--- src/rtl/even_fwd_pipe_if.sv ---
// Bus bundle for the even-pipe result/forwarding pipe: execution-unit input, register-read
// lookups, forwarding results and register-file writeback.
interface even_fwd_pipe_if;
    logic         flush;
    logic [138:0] in_data;
    logic [6:0]   rd_addr_a;
    logic [6:0]   rd_addr_b;
    logic [6:0]   rd_addr_c;
    logic         fwd_hit_a;
    logic         fwd_hit_b;
    logic         fwd_hit_c;
    logic [127:0] fwd_data_a;
    logic [127:0] fwd_data_b;
    logic [127:0] fwd_data_c;
    logic         hazard;
    logic         wb_en;
    logic [6:0]   wb_addr;
    logic [127:0] wb_data;
    logic [2:0]   occupancy;

    modport master (
        output flush, in_data, rd_addr_a, rd_addr_b, rd_addr_c,
        input  fwd_hit_a, fwd_hit_b, fwd_hit_c, fwd_data_a, fwd_data_b, fwd_data_c,
        input  hazard, wb_en, wb_addr, wb_data, occupancy
    );

    modport slave (
        input  flush, in_data, rd_addr_a, rd_addr_b, rd_addr_c,
        output fwd_hit_a, fwd_hit_b, fwd_hit_c, fwd_data_a, fwd_data_b, fwd_data_c,
        output hazard, wb_en, wb_addr, wb_data, occupancy
    );
endinterface

--- src/rtl/even_fwd_pipe.sv ---
// Result shift pipe behind the even-pipe simple-fixed unit: carries packets to writeback and
// forwards ready in-flight results to three register-read ports.
module even_fwd_pipe #(
    parameter int unsigned DEPTH        = 6,
    parameter int unsigned FLUSH_STAGES = 2
) (
    input logic            clk,
    input logic            reset,
    even_fwd_pipe_if.slave bus
);
    // Packet layout: [127:0] data, [130:128] lat, [131] wr_en, [138:132] rt
    logic [138:0] stage_q [1:DEPTH];
    logic [138:0] stage_d [1:DEPTH];
    logic [2:0]   occ_d;
    logic [2:0]   occ_q;
    logic         wb_en_q;
    logic [6:0]   wb_addr_q;
    logic [127:0] wb_data_q;

    logic [6:0]   lk_addr [3];
    logic         lk_hit  [3];
    logic [127:0] lk_data [3];
    logic         lk_haz  [3];

    always_comb begin
        stage_d[1] = bus.flush ? '0 : bus.in_data;
        occ_d      = {2'b0, stage_d[1][131]};
        for (int unsigned k = 2; k <= DEPTH; k++) begin
            stage_d[k] = (bus.flush && k <= FLUSH_STAGES) ? '0 : stage_q[k-1];
            occ_d      = occ_d + {2'b0, stage_d[k][131]};
        end
    end

    always_ff @(posedge clk or posedge reset) begin
        if (reset) begin
            stage_q   <= '{default: '0};
            occ_q     <= '0;
            wb_en_q   <= 1'b0;
            wb_addr_q <= '0;
            wb_data_q <= '0;
        end else begin
            stage_q   <= stage_d;
            occ_q     <= occ_d;
            wb_en_q   <= stage_q[DEPTH][131];
            wb_addr_q <= stage_q[DEPTH][131] ? stage_q[DEPTH][138:132] : '0;
            wb_data_q <= stage_q[DEPTH][131] ? stage_q[DEPTH][127:0] : '0;
        end
    end

    assign lk_addr[0] = bus.rd_addr_a;
    assign lk_addr[1] = bus.rd_addr_b;
    assign lk_addr[2] = bus.rd_addr_c;

    always_comb begin
        for (int p = 0; p < 3; p++) begin
            lk_hit[p]  = 1'b0;
            lk_data[p] = '0;
            lk_haz[p]  = 1'b0;
            // Oldest to youngest, so the youngest match is the one left standing
            for (int k = int'(DEPTH); k >= 1; k--) begin
                if (stage_q[k][131] && stage_q[k][138:132] == lk_addr[p]) begin
                    if (stage_q[k][130:128] == 3'd0 || k >= int'(stage_q[k][130:128])) begin
                        lk_hit[p]  = 1'b1;
                        lk_data[p] = stage_q[k][127:0];
                        lk_haz[p]  = 1'b0;
                    end else begin
                        lk_hit[p]  = 1'b0;
                        lk_data[p] = '0;
                        lk_haz[p]  = 1'b1;
                    end
                end
            end
        end
    end

    assign bus.fwd_hit_a  = lk_hit[0];
    assign bus.fwd_hit_b  = lk_hit[1];
    assign bus.fwd_hit_c  = lk_hit[2];
    assign bus.fwd_data_a = lk_data[0];
    assign bus.fwd_data_b = lk_data[1];
    assign bus.fwd_data_c = lk_data[2];
    assign bus.hazard     = lk_haz[0] | lk_haz[1] | lk_haz[2];
    assign bus.wb_en      = wb_en_q;
    assign bus.wb_addr    = wb_addr_q;
    assign bus.wb_data    = wb_data_q;
    assign bus.occupancy  = occ_q;
endmodule
--- src/flat_wrapper.sv ---
// flat-port wrapper written by rule: the top's interface ports become plain ports
module even_fwd_pipe_flat 
#(
    parameter int unsigned DEPTH        = 6,
    parameter int unsigned FLUSH_STAGES = 2
)
  (clk, reset, bus_flush, bus_in_data, bus_rd_addr_a, bus_rd_addr_b, bus_rd_addr_c, bus_fwd_hit_a, bus_fwd_hit_b, bus_fwd_hit_c, bus_fwd_data_a, bus_fwd_data_b, bus_fwd_data_c, bus_hazard, bus_wb_en, bus_wb_addr, bus_wb_data, bus_occupancy);
  even_fwd_pipe_if bus_i ();
  input logic clk;
  input logic reset;
  input wire logic [$bits(bus_i.flush)-1:0] bus_flush;
  input wire logic [$bits(bus_i.in_data)-1:0] bus_in_data;
  input wire logic [$bits(bus_i.rd_addr_a)-1:0] bus_rd_addr_a;
  input wire logic [$bits(bus_i.rd_addr_b)-1:0] bus_rd_addr_b;
  input wire logic [$bits(bus_i.rd_addr_c)-1:0] bus_rd_addr_c;
  output wire logic [$bits(bus_i.fwd_hit_a)-1:0] bus_fwd_hit_a;
  output wire logic [$bits(bus_i.fwd_hit_b)-1:0] bus_fwd_hit_b;
  output wire logic [$bits(bus_i.fwd_hit_c)-1:0] bus_fwd_hit_c;
  output wire logic [$bits(bus_i.fwd_data_a)-1:0] bus_fwd_data_a;
  output wire logic [$bits(bus_i.fwd_data_b)-1:0] bus_fwd_data_b;
  output wire logic [$bits(bus_i.fwd_data_c)-1:0] bus_fwd_data_c;
  output wire logic [$bits(bus_i.hazard)-1:0] bus_hazard;
  output wire logic [$bits(bus_i.wb_en)-1:0] bus_wb_en;
  output wire logic [$bits(bus_i.wb_addr)-1:0] bus_wb_addr;
  output wire logic [$bits(bus_i.wb_data)-1:0] bus_wb_data;
  output wire logic [$bits(bus_i.occupancy)-1:0] bus_occupancy;
  assign bus_i.flush = bus_flush;
  assign bus_i.in_data = bus_in_data;
  assign bus_i.rd_addr_a = bus_rd_addr_a;
  assign bus_i.rd_addr_b = bus_rd_addr_b;
  assign bus_i.rd_addr_c = bus_rd_addr_c;
  assign bus_fwd_hit_a = bus_i.fwd_hit_a;
  assign bus_fwd_hit_b = bus_i.fwd_hit_b;
  assign bus_fwd_hit_c = bus_i.fwd_hit_c;
  assign bus_fwd_data_a = bus_i.fwd_data_a;
  assign bus_fwd_data_b = bus_i.fwd_data_b;
  assign bus_fwd_data_c = bus_i.fwd_data_c;
  assign bus_hazard = bus_i.hazard;
  assign bus_wb_en = bus_i.wb_en;
  assign bus_wb_addr = bus_i.wb_addr;
  assign bus_wb_data = bus_i.wb_data;
  assign bus_occupancy = bus_i.occupancy;
  even_fwd_pipe #(.DEPTH(DEPTH), .FLUSH_STAGES(FLUSH_STAGES)) u_core (.clk(clk), .reset(reset), .bus(bus_i));
endmodule
--- config.mk ---
export PLATFORM = sky130hd
export DESIGN_NAME = even_fwd_pipe_flat
export DESIGN_NICKNAME = d
export VERILOG_FILES = /design/src/rtl/even_fwd_pipe_if.sv /design/src/rtl/even_fwd_pipe.sv /design/src/flat_wrapper.sv
export SDC_FILE = /design/constraint.sdc
export NUM_CORES = 2
export LEC_CHECK = 0
export BUFFER_PORTS_ARGS = -buffer_cell sky130_fd_sc_hd__buf_2
export CAP_MARGIN = 30
export CORE_ASPECT_RATIO = 0.8
export CORE_MARGIN = 8
export CORE_UTILIZATION = 58
export CTS_CLUSTER_DIAMETER = 60
export DETAILED_ROUTE_END_ITERATION = 6
export GPL_ROUTABILITY_DRIVEN = 0
export PLACE_DENSITY_LB_ADDON = 0.25
export SLEW_MARGIN = 20
export SYNTH_ARGS = -nofsm -noshare
export SYNTH_HDL_FRONTEND = slang
export SYNTH_SLANG_ARGS = --single-unit
--- constraint.sdc ---
create_clock -name clk -period 33.1 [get_ports clk]
set_input_delay 0 -clock clk [delete_from_list [all_inputs] [get_ports clk]]
set_output_delay 0 -clock clk [all_outputs]
set_load 0.01 [all_outputs]
==> impl_metrics.csv <==
group,metric,value,unit
status,outcome,"complete, but fails checks",
status,failed_checks,"DRC",
clocking,htreeDepth,3,
grt,grt_pass1_wl,310,mm
worst_setup_path,max_stage_delay,1030,ps
placed_design,numPortBuffers,689,
floorplan,die_h,279,um
floorplan,core,0.0858,sq mm
floorplan,rows,96,
routing,drcViolationCount,25,
floorplan,pin_count,690,
layout,layout_commonest_cell,"dfrtp_1",
clocking,cts_sinks,973,
grt,grt_usage,0.415,
clocking,cts_hold_buf,181,
worst_setup_path,r2r-start,"u_core.stage_q[826]",
routing,viasPerCell,7.10,
synth,syn_nets,5712,
worst_setup_path,worstPathArrival,5840,ps
synth,ys_warn_count,0,
worst_setup_path,cp_common_cell,"buf_4",
placed_design,dp.final_hpwl,117,mm
layout,syn2layout_area_growth,17.9,%
routing,antenna_left,0,
worst_setup_path,cp-startpoint,"u_core.stage_q[131]",
clocking,clockRootBuffer,"clkbuf_16",
sta,hold_violations,0,
floorplan,die-area,0.0962,sq mm
power,cellPowerDensity,44.8,mW/mm^2
sta,tightest_slew,1130,ps
power,pwr-share-seq,0.480,
power,ir_worst_vdd,40.2,uV
routing,wirelength,209,mm
job,cap_violations,0,
sta,setup_violations,0,
power,p_sw,0.643,mW
worst_setup_path,critPathLaunchType,"register",
clocking,clk_path_buf_depth,3,
worst_setup_path,path_cells,"nand2_1 > nor3_1 > and4_4 > buf_4 > buf_4 > a21o_1 > a31oi_1 > a221oi_1 > buf_2",
synth,synthCells,5545,
worst_setup_path,critPathKind,"reg -> out",
grt,grt_pass1_vias,50300,
layout,final_cell_mix,"971 x dfrtp_1, 913 x nand2_1, 688 x buf_2",
sta,drv_slew,0,
power,p_leak,29.2,nW
synth,synth_area,0.0501,sq mm
placed_design,place_area,0.0536,sq mm
hold_path,hp-class,"in -> async",
worst_setup_path,path_delay_family,"buffers and inverters",
clocking,cts_post_setup_buffers_inserted,0,
sta,fin_tns_setup,0,ps
floorplan,initial_core_util,0.585,
clocking,clkLatencyLatePin,680,ps
grt,antenna_found_initial,13,
layout,n_fill_cell,6460,
routing,drt_first_pass_iters,7,
synth,ys_ff_latch,973,
routing,wl_per_cell,28.9,um
layout,fin_nets,6193,
clocking,clk_pin_slew_worst_paths,70,ps
synth,ys_async_sr_fraction,1.00,
routing,drt_iter0_drc,8973,
grt,overflow,0,
power,switching_share,0.243,
clocking,cts_made_buffers,96,
worst_setup_path,slowest_stage,"dfrtp_4",
routing,vias,51400,
synth,synthDistinctLibCells,49,
worst_setup_path,critPathMaxFanout,76,
sta,rsz0062_at_grt,"no",
synth,ys_seq_area_frac,0.486,
power,power.share.clock,0.454,
synth,synth-edff-count,0,
sta,min_period,5840,ps
sta,maxSlewHeadroom,0.242,
layout,layout-drive-gt1-share,0.161,
synth,avgSynthCellArea,9.04,sq um
floorplan,die_x,345,um
clocking,post_cts_resized,0,
sta,fmax,0.171,GHz
layout,finalInstanceArea,0.0591,sq mm
power,power_frac_comb,0.067,
grt,grt_start_max_net_pins,186,
sta,fin_crit_sh,0.176,
clocking,tritoncts,"yes",
worst_setup_path,crit_required,33100,ps
synth,ys.flop_type,"dfrtp_1",
worst_setup_path,cp_num_buf_inv,3,
power,p_int,2.00,mW
worst_setup_path,worstSetupEndpointType,"output pin",
sta,finalClockSkew,25.4,ps
## layout make-up
| class | instances | area [sq um] | area share |
|---|---|---|---|
| inverter | 9 | 43.8 | 0.000741 |
| antenna | 6 | 15.0 | 0.000254 |
| sequential | 973 | 24400 | 0.412 |
| tap | 1127 | 1410 | 0.0238 |
| timing repair buffer | 968 | 6390 | 0.108 |
| multi-input combinational | 3978 | 23500 | 0.397 |
| clock buffer | 136 | 2840 | 0.0480 |
| clock inverter | 42 | 601 | 0.0102 |
## metrics by stage
| stage | total power [mW] | hold WS (ps) | util | worst slack (ps) | cells |
|---|---|---|---|---|---|
| global placement | 1.44 | 202 | 0.623 | 28260 | 6857 |
| finish | 2.65 | 11.8 | 0.689 | 27260 | 7239 |
| global route | 2.72 | 84.6 | 0.689 | 27240 | 7236 |
| detailed placement | 1.44 | 201 | 0.624 | 28240 | 6862 |
| floorplan | 1.38 | 138 | - | 5730 | 5545 |
| CTS | 2.64 | 42.3 | 0.686 | 27480 | 7221 |
## sequential cells by signal, summed over array words and instances (netlist names)
name                  cells
u_core.stage_d          556
u_core.stage_q          278
u_core.bus.wb_data      128
u_core.bus.wb_addr        7
u_core.bus.occupancy      3
u_core.bus.wb_en          1
## cells by family after synthesis
group	share of synthesized area
AOI/OAI and AO/OA	0.240
xor gates and xnor gates	0.0220
adders and majority gates	0.00145
buffers and inverters	0.0495
DFF	0.486
and+or+nand+nor	0.201
## final timing paths
path | cells after the start | to | slack (ps)
min | 3 | u_core.bus.occupancy[0] | 10
max in group asynchronous | 8 | u_core.stage_q[772] | 29630
max | 9 | bus_fwd_data_c[62] | 27260
min reg2reg | 0 | u_core.stage_d[198] | 340
max reg2reg | 7 | u_core.bus.occupancy[1] | 30600
min in group clk | 3 | u_core.stage_q[713] | 70
## worst reg2reg max path, stage by stage, from the launching register on
cell     delay, ps
dfrtp_1        400
nor2b_1        180
ha_1           340
inv_1           50
fa_1           470
inv_1           50
fa_1           380
fa_1           490
## routing by layer
metal / wire length, um / GRT usage
met2: 87000 / 0.589
met5: 122 / 0
met1: 72300 / 0.528
met4: 16000 / 0.276
met3: 33500 / 0.158
## synthesized netlist by cell type (3+ instances only)
| cell type | n | area, sq um |
|---|---|---|
| a211oi_1 | 129 | 968 |
| buf_2 | 92 | 460 |
| a21oi_1 | 287 | 1440 |
| o21ai_2 | 7 | 61.3 |
| a211o_1 | 124 | 1090 |
| nor2_1 | 33 | 124 |
| fa_1 | 3 | 60.1 |
| nand2_1 | 917 | 3440 |
| o311a_1 | 13 | 130 |
| nand2b_1 | 6 | 37.5 |
| xnor2_1 | 64 | 561 |
| inv_1 | 8 | 30.0 |
| a221oi_1 | 13 | 114 |
| nor3_1 | 116 | 581 |
| xor2_1 | 62 | 543 |
| nand4_1 | 22 | 138 |
| nor4_1 | 11 | 68.8 |
| and2_1 | 367 | 2300 |
| buf_6 | 11 | 124 |
| a31oi_1 | 500 | 3130 |
| or3_1 | 128 | 801 |
| o211ai_1 | 3 | 22.5 |
| nor2b_1 | 403 | 2520 |
| a21o_1 | 128 | 961 |
| dfrtp_1 | 973 | 24300 |
| clkbuf_1 | 455 | 1710 |
| o22ai_1 | 232 | 1450 |
| nand3_1 | 3 | 15.0 |
| o21ai_0 | 258 | 1290 |
| buf_1 | 13 | 48.8 |
| a221o_1 | 128 | 1280 |
| buf_4 | 14 | 105 |
## power by group through the flow
stage | Combinational, mW | Sequential [mW] | Clock, mW
3_5_place_dp | 0.152 | 1.29 | 0
2_1_floorplan | 0.0996 | 1.28 | 0
6_report | 0.176 | 1.27 | 1.20
3_3_place_gp | 0.149 | 1.29 | 0
5_1_grt | 0.189 | 1.27 | 1.25
4_1_cts | 0.169 | 1.27 | 1.20
Note: power is estimated with default switching activity, not from simulation.
